## config.mk

```make
export PLATFORM = sky130hd
export DESIGN_NAME = com_csr_csr2ahbl
export DESIGN_NICKNAME = d
export VERILOG_FILES = /design/src/rtl/com_csr_csr2ahbl.sv
export SDC_FILE = /design/constraint.sdc
export NUM_CORES = 1
export LEC_CHECK = 0
export CAP_MARGIN = 25
export CORE_ASPECT_RATIO = 0.75
export CORE_MARGIN = 2
export CORE_UTILIZATION = 41
export CTS_CLUSTER_SIZE = 10
export DETAILED_ROUTE_END_ITERATION = 10
export MAX_ROUTING_LAYER = met4
export PLACE_DENSITY_LB_ADDON = 0.15
export SYNTH_ARGS = -nofsm -noshare
export SYNTH_HDL_FRONTEND = slang
export SYNTH_SLANG_ARGS = --single-unit
export TNS_END_PERCENT = 100
```

## constraint.sdc

```tcl
create_clock -name clk -period 4.1 [get_ports clk]
set_clock_uncertainty 0.2 [all_clocks]
set_input_delay 0.82 -clock clk [delete_from_list [all_inputs] [get_ports clk]]
set_output_delay 0.82 -clock clk [all_outputs]
set_load 0.01 [all_outputs]
```

## src/rtl/com_csr_csr2ahbl.sv

```systemverilog
// CSR-request to AHB-Lite single-beat master bridge, one transfer outstanding.
// Latency: accept N, address N+1, data N+2, response N+3 (+1 per wait state); req_rdy only in IDLE.
module com_csr_csr2ahbl #(
  parameter int                AW_CSR   = 20,
  parameter int                AW_AHB   = 32,
  parameter int                DW       = 32,
  parameter logic [AW_AHB-1:0] AHB_BASE = '0
) (
  input  logic              clk,
  input  logic              clear,
  input  logic              csr_req_vld,
  output logic              csr_req_rdy,
  input  logic              csr_req_wr,
  input  logic [AW_CSR-1:0] csr_req_addr,
  input  logic [DW-1:0]     csr_req_wdata,
  output logic              csr_rsp_vld,
  input  logic              csr_rsp_rdy,
  output logic [DW-1:0]     csr_rsp_rdata,
  output logic              csr_rsp_err,
  output logic              busy,
  output logic [AW_AHB-1:0] HADDR,
  output logic [1:0]        HTRANS,
  output logic              HWRITE,
  output logic [2:0]        HSIZE,
  output logic [2:0]        HBURST,
  output logic [3:0]        HPROT,
  output logic [DW-1:0]     HWDATA,
  input  logic [DW-1:0]     HRDATA,
  input  logic              HREADY,
  input  logic              HRESP
);

  typedef enum logic [1:0] {IDLE, ADDR, DATA, RSP} state_e;

  state_e            state_q;
  logic              wr_q;
  logic [AW_CSR-1:0] addr_q;
  logic [DW-1:0]     wdata_q;
  logic [DW-1:0]     rdata_q;
  logic              err_q;
  logic              unused_addr_lsb;

  always_ff @(posedge clk) begin
    if (clear) begin
      state_q <= IDLE;
      wr_q    <= 1'b0;
      addr_q  <= '0;
      wdata_q <= '0;
      rdata_q <= '0;
      err_q   <= 1'b0;
    end else begin
      case (state_q)
        IDLE: if (csr_req_vld) begin
          wr_q    <= csr_req_wr;
          addr_q  <= csr_req_addr;
          wdata_q <= csr_req_wdata;
          state_q <= ADDR;
        end
        ADDR: if (HREADY) state_q <= DATA;
        // HREADY low here also covers the first cycle of a two-cycle ERROR
        DATA: if (HREADY) begin
          err_q   <= HRESP;
          rdata_q <= (!wr_q && !HRESP) ? HRDATA : '0;
          state_q <= RSP;
        end
        RSP: if (csr_rsp_rdy) state_q <= IDLE;
        default: state_q <= IDLE;
      endcase
    end
  end

  assign csr_req_rdy   = (state_q == IDLE);
  assign busy          = (state_q != IDLE);
  assign csr_rsp_vld   = (state_q == RSP);
  assign csr_rsp_rdata = rdata_q;
  assign csr_rsp_err   = err_q;

  // Word-aligned: the byte-lane bits never reach the bus
  assign HADDR  = AHB_BASE | AW_AHB'({addr_q[AW_CSR-1:2], 2'b00});
  assign HTRANS = (state_q == ADDR) ? 2'b10 : 2'b00;
  assign HWRITE = wr_q;
  assign HWDATA = wdata_q;
  assign HSIZE  = 3'b010;
  assign HBURST = 3'b000;
  assign HPROT  = 4'b0011;

  assign unused_addr_lsb = ^addr_q[1:0];

endmodule

```

# == Word level (Yosys, flattened, before mapping) ==
# Cells that the tools add are included.
# classes
n_eq_ne,7
muxes,7
n_reduce_logical,8
# ops
cell,n
32-bit two-way mux,1
2-bit two-way mux,5
2-bit one-hot mux with 4 select lines,1
"2-bit != test, second input constant",3
"2-bit == test, second input constant",2
2-bit AND reduction,2
4-bit AND reduction,1
"2-bit by 1-bit == test with 1-bit output, second input constant",1
1-bit logical NOT,2
2-bit logical NOT,1
"2-bit by 1-bit != test with 1-bit output, second input constant",1
2-bit nonzero test,1
1-bit logical AND,1
# totals
regBits,88
out_inout_bits,113

# == Depth between registers and ports, before layout ==
# depth
depth_word,3
ltp_mapped,7
ltp_nobuf,5

# == Worst setup path after synthesis ==
# No wires, ideal clock.
# synth_path
path_type,reg2out
startpoint,reg state_q[0]
endpoint,out busy
arrival_time_ns,0.805
t_required_ns,3.080
slack_ns,2.275
stages_incl_launch_ff,4
path_cell_list,dfxtp_1 > inv_1 > ha_1 > inv_1
# synth_between
elab_chain_cells,1
# synth_rtl
element,line_no,source
"start, declared",35,state_e state_q;
"start signal, assigned",45,state_q <= IDLE;
"start signal, assigned",57,state_q <= ADDR;
"start signal, assigned",59,ADDR: if (HREADY) state_q <= DATA;
2-bit nonzero test,73,assign busy = (state_q != IDLE);
"end, declared",20,"output logic busy,"
# Every way passes these cells.

# == Worst setup path in the final report ==
# Ends and elaborated chain as after synthesis.

==> results.cfg <==
[clock_network]
cts_resized = 0
clkLatencyLatePin_ns = 0.33
cts_tree = done
cts_root_buf = clkbuf_16
clock_sinks = 86
cts_made_buffers = 9
h-tree-depth = 3
clk_path_buf_depth = 2
holdBufCountCts = 0
clkTransAtPathRegs_ns = 0.06
postCtsSetupBuffers = 0

[setup_path]
critical_path_class = reg2out
cp_slowest_cell = clkdlybuf4s50_1
cp.buffers_inverters = 3
path_cells = inv_1, ha_1, inv_1, clkdlybuf4s50_1
arrival_ns = 1.71
slowest_delay_ns = 0.55
worstSetupEndpointType = primary output
start_kind = flop
cp_top_family = buffers and inverters
cpMostUsedCell = inv_1
reg2reg_from = state_q[0]
crit_path_start = state_q[0]
required_ns = 3.08
path_max_fanout = 4

[detailed_routing]
post-route-drc-count = 0
vias_per_cell = 4.616
wl_per_cell_um = 13.61
first_pass_iters = 4
route.antenna.remaining_nets = 0
drt_iter0_drc = 156
wirelength_um = 8925
dr_total_vias = 3028

[timing]
slew-limit-headroom_pct = 35.50
tns_ns = 0
min_period_over_period_pct = 66.66
max_freq_mhz = 365.9
rsz0062_at_grt = false
worst_pin_slew_ns = 0.9641
whs_ns = 0.2520
drv_slew = 0
layout_min_cycle_time_ns = 2.733
setup_viol = 0
final-hold-violation-count = 0

[synth]
yosys_warnings = 0
yosysTopAreaCell = dfxtp_1
synthDistinctLibCells = 24
ys_ff_latch = 86
avgSynthCellArea_sq_um = 9.207
syn_area_sq_mm = 0.003517
yosys-top-cells-area = dfxtp_1 (49%), nand2_1 (11%), a22oi_2 (11%), a21oi_1 (7.4%), buf_4 (5.3%)
syn_inst = 382
synth_top_area_share_pct = 48.95
seq_area_frac_synth_pct = 48.95

[flow_run]
drv_cap = 0

[die]
die_area_sq_mm = 0.009343
core_area_sq_mm = 0.008382
rows = 29
dieHeight_um = 84.21
initial_utilization_pct = 41.96
ioPinCount = 204
die_w_um = 110.9

[placement]
dpl_cell_area_sq_mm = 0.005117
gp_congestion = 0.7270
port_buffers = 176
place_hpwl_um = 6158

[pwr]
p_leak_uw = 0.001996
p_switching_uw = 806.4
seqPwrFrac_pct = 38.7
swShare_pct = 30.67
p_comb_share_pct = 32.4
p_int_uw = 1823
power_density_mw_per_mm2 = 484.0
clockPowerShare_pct = 29.0
ir_drop_mv = 0.2870

[status]
status = completed

[final_layout]
nFillCells = 696
multiInputGateArea_sq_mm = 0.001468
final_common_cell = clkdlybuf4s50_1
regArea_sq_mm = 0.001722
nNetsFinal = 639
layout_common_cells = clkdlybuf4s50_1 (175), nand2_1 (104), dfxtp_1 (86), a21oi_1 (52), a22oi_2 (30)
syn_to_final_growth_pct = 54.43
design_area_sq_mm = 0.005431
drive_gt1_share_pct = 13.69
diodes = 0

[grt]
grt_max_degree = 89
grt-ovfl-total = 0
grt_first_pass_wirelength_um = 14240
grtUsageTotal_pct = 19.48
grt_pass1_vias = 2910
antenna_found_initial = 0

[worst_hold_path]
hold_start = addr_q[14]
hp-class = reg2reg
==> cells by family after synthesis <==
group                      share of synthesized area [%]
AOI/OAI and AO/OA                                  19.03
adders and majority gates                          1.779
buffers and inverters                              11.85
DFF                                                48.95
muxes                                             0.5692
other                                             0.2135
and+or+nand+nor                                    17.61
==> per-stage QoR <==
step | setup slack (ns) | util [%] | power, uW | std cells
final | 1.367 | 64.80 | 2629 | 656
after global routing | 1.298 | 64.80 | 2789 | 656
after CTS | 1.357 | 64.47 | 2664 | 655
after detailed placement | 1.316 | 61.05 | 1889 | 639
after global placement | 1.368 | 61.05 | 1864 | 639
after floorplan | 2.275 | - | 1512 | 405
==> power by group through the flow <==
stage,logic [uW],registers [uW],clock network (uW)
floorplan,432,1080,0
global placement,837,1030,0
detailed placement,856,1030,0
CTS,859,1020,788
global route,929,1030,828
finish,851,1020,762
==> registers in the layout, summed over array words and instances (netlist names) <==
register and flops:
csr_rsp_rdata 32, state_q 2, HWDATA 32, addr_q 18, HWRITE 1, csr_rsp_err 1
==> tightest hold or removal path, delay by kind of cell, from the launching register on <==
family / cells / cell delay [ns]
and+or+nand+nor: 1 / 0.05
DFF: 1 / 0.31
AOI/OAI and AO/OA: 1 / 0.05
==> per-layer routing <==
layer	track usage [%]	routed length, um	part of all wire [%]	up-vias
li1	-	-	-	1517
met1	24.48	3828	43	1379
met2	29.73	4194	47	128
met3	7.581	852	9.5	4
met4	4.773	51	0.57	0
met5	-	0	0	-
==> synthesized netlist by cell type (all sizes together) <==
library cell / count
and4bb: 1
o221a: 1
dfxtp: 86
and2: 1
a22oi: 32
o21bai: 1
mux2i: 2
conb: 2
nand3: 1
ha: 5
inv: 3
nand2: 105
buf: 44
a21oi: 52
nor2: 33
clkbuf: 9
nand2b: 4
==> path summary, 6_finish.rpt <==
path	end	slack (ns)	depth (start not counted)
worst max-delay path	busy	1.37	4
worst min-delay path	addr_q[14]	0.25	2
worst max register to register	HWDATA[21]	1.99	6
worst min register to register	addr_q[14]	0.25	2
==> cell type report <==
| type | instances | share of cell area, % |
|---|---|---|
| clock buffers | 12 | 4.907 |
| clock inverters | 4 | 0.3686 |
| inverters | 3 | 0.2073 |
| multi-input cells | 263 | 27.02 |
| flip-flops and latches | 86 | 31.70 |
| well taps | 108 | 2.488 |
| repair buffers | 180 | 33.31 |
No activity file was read; power rests on OpenSTA's default activity.
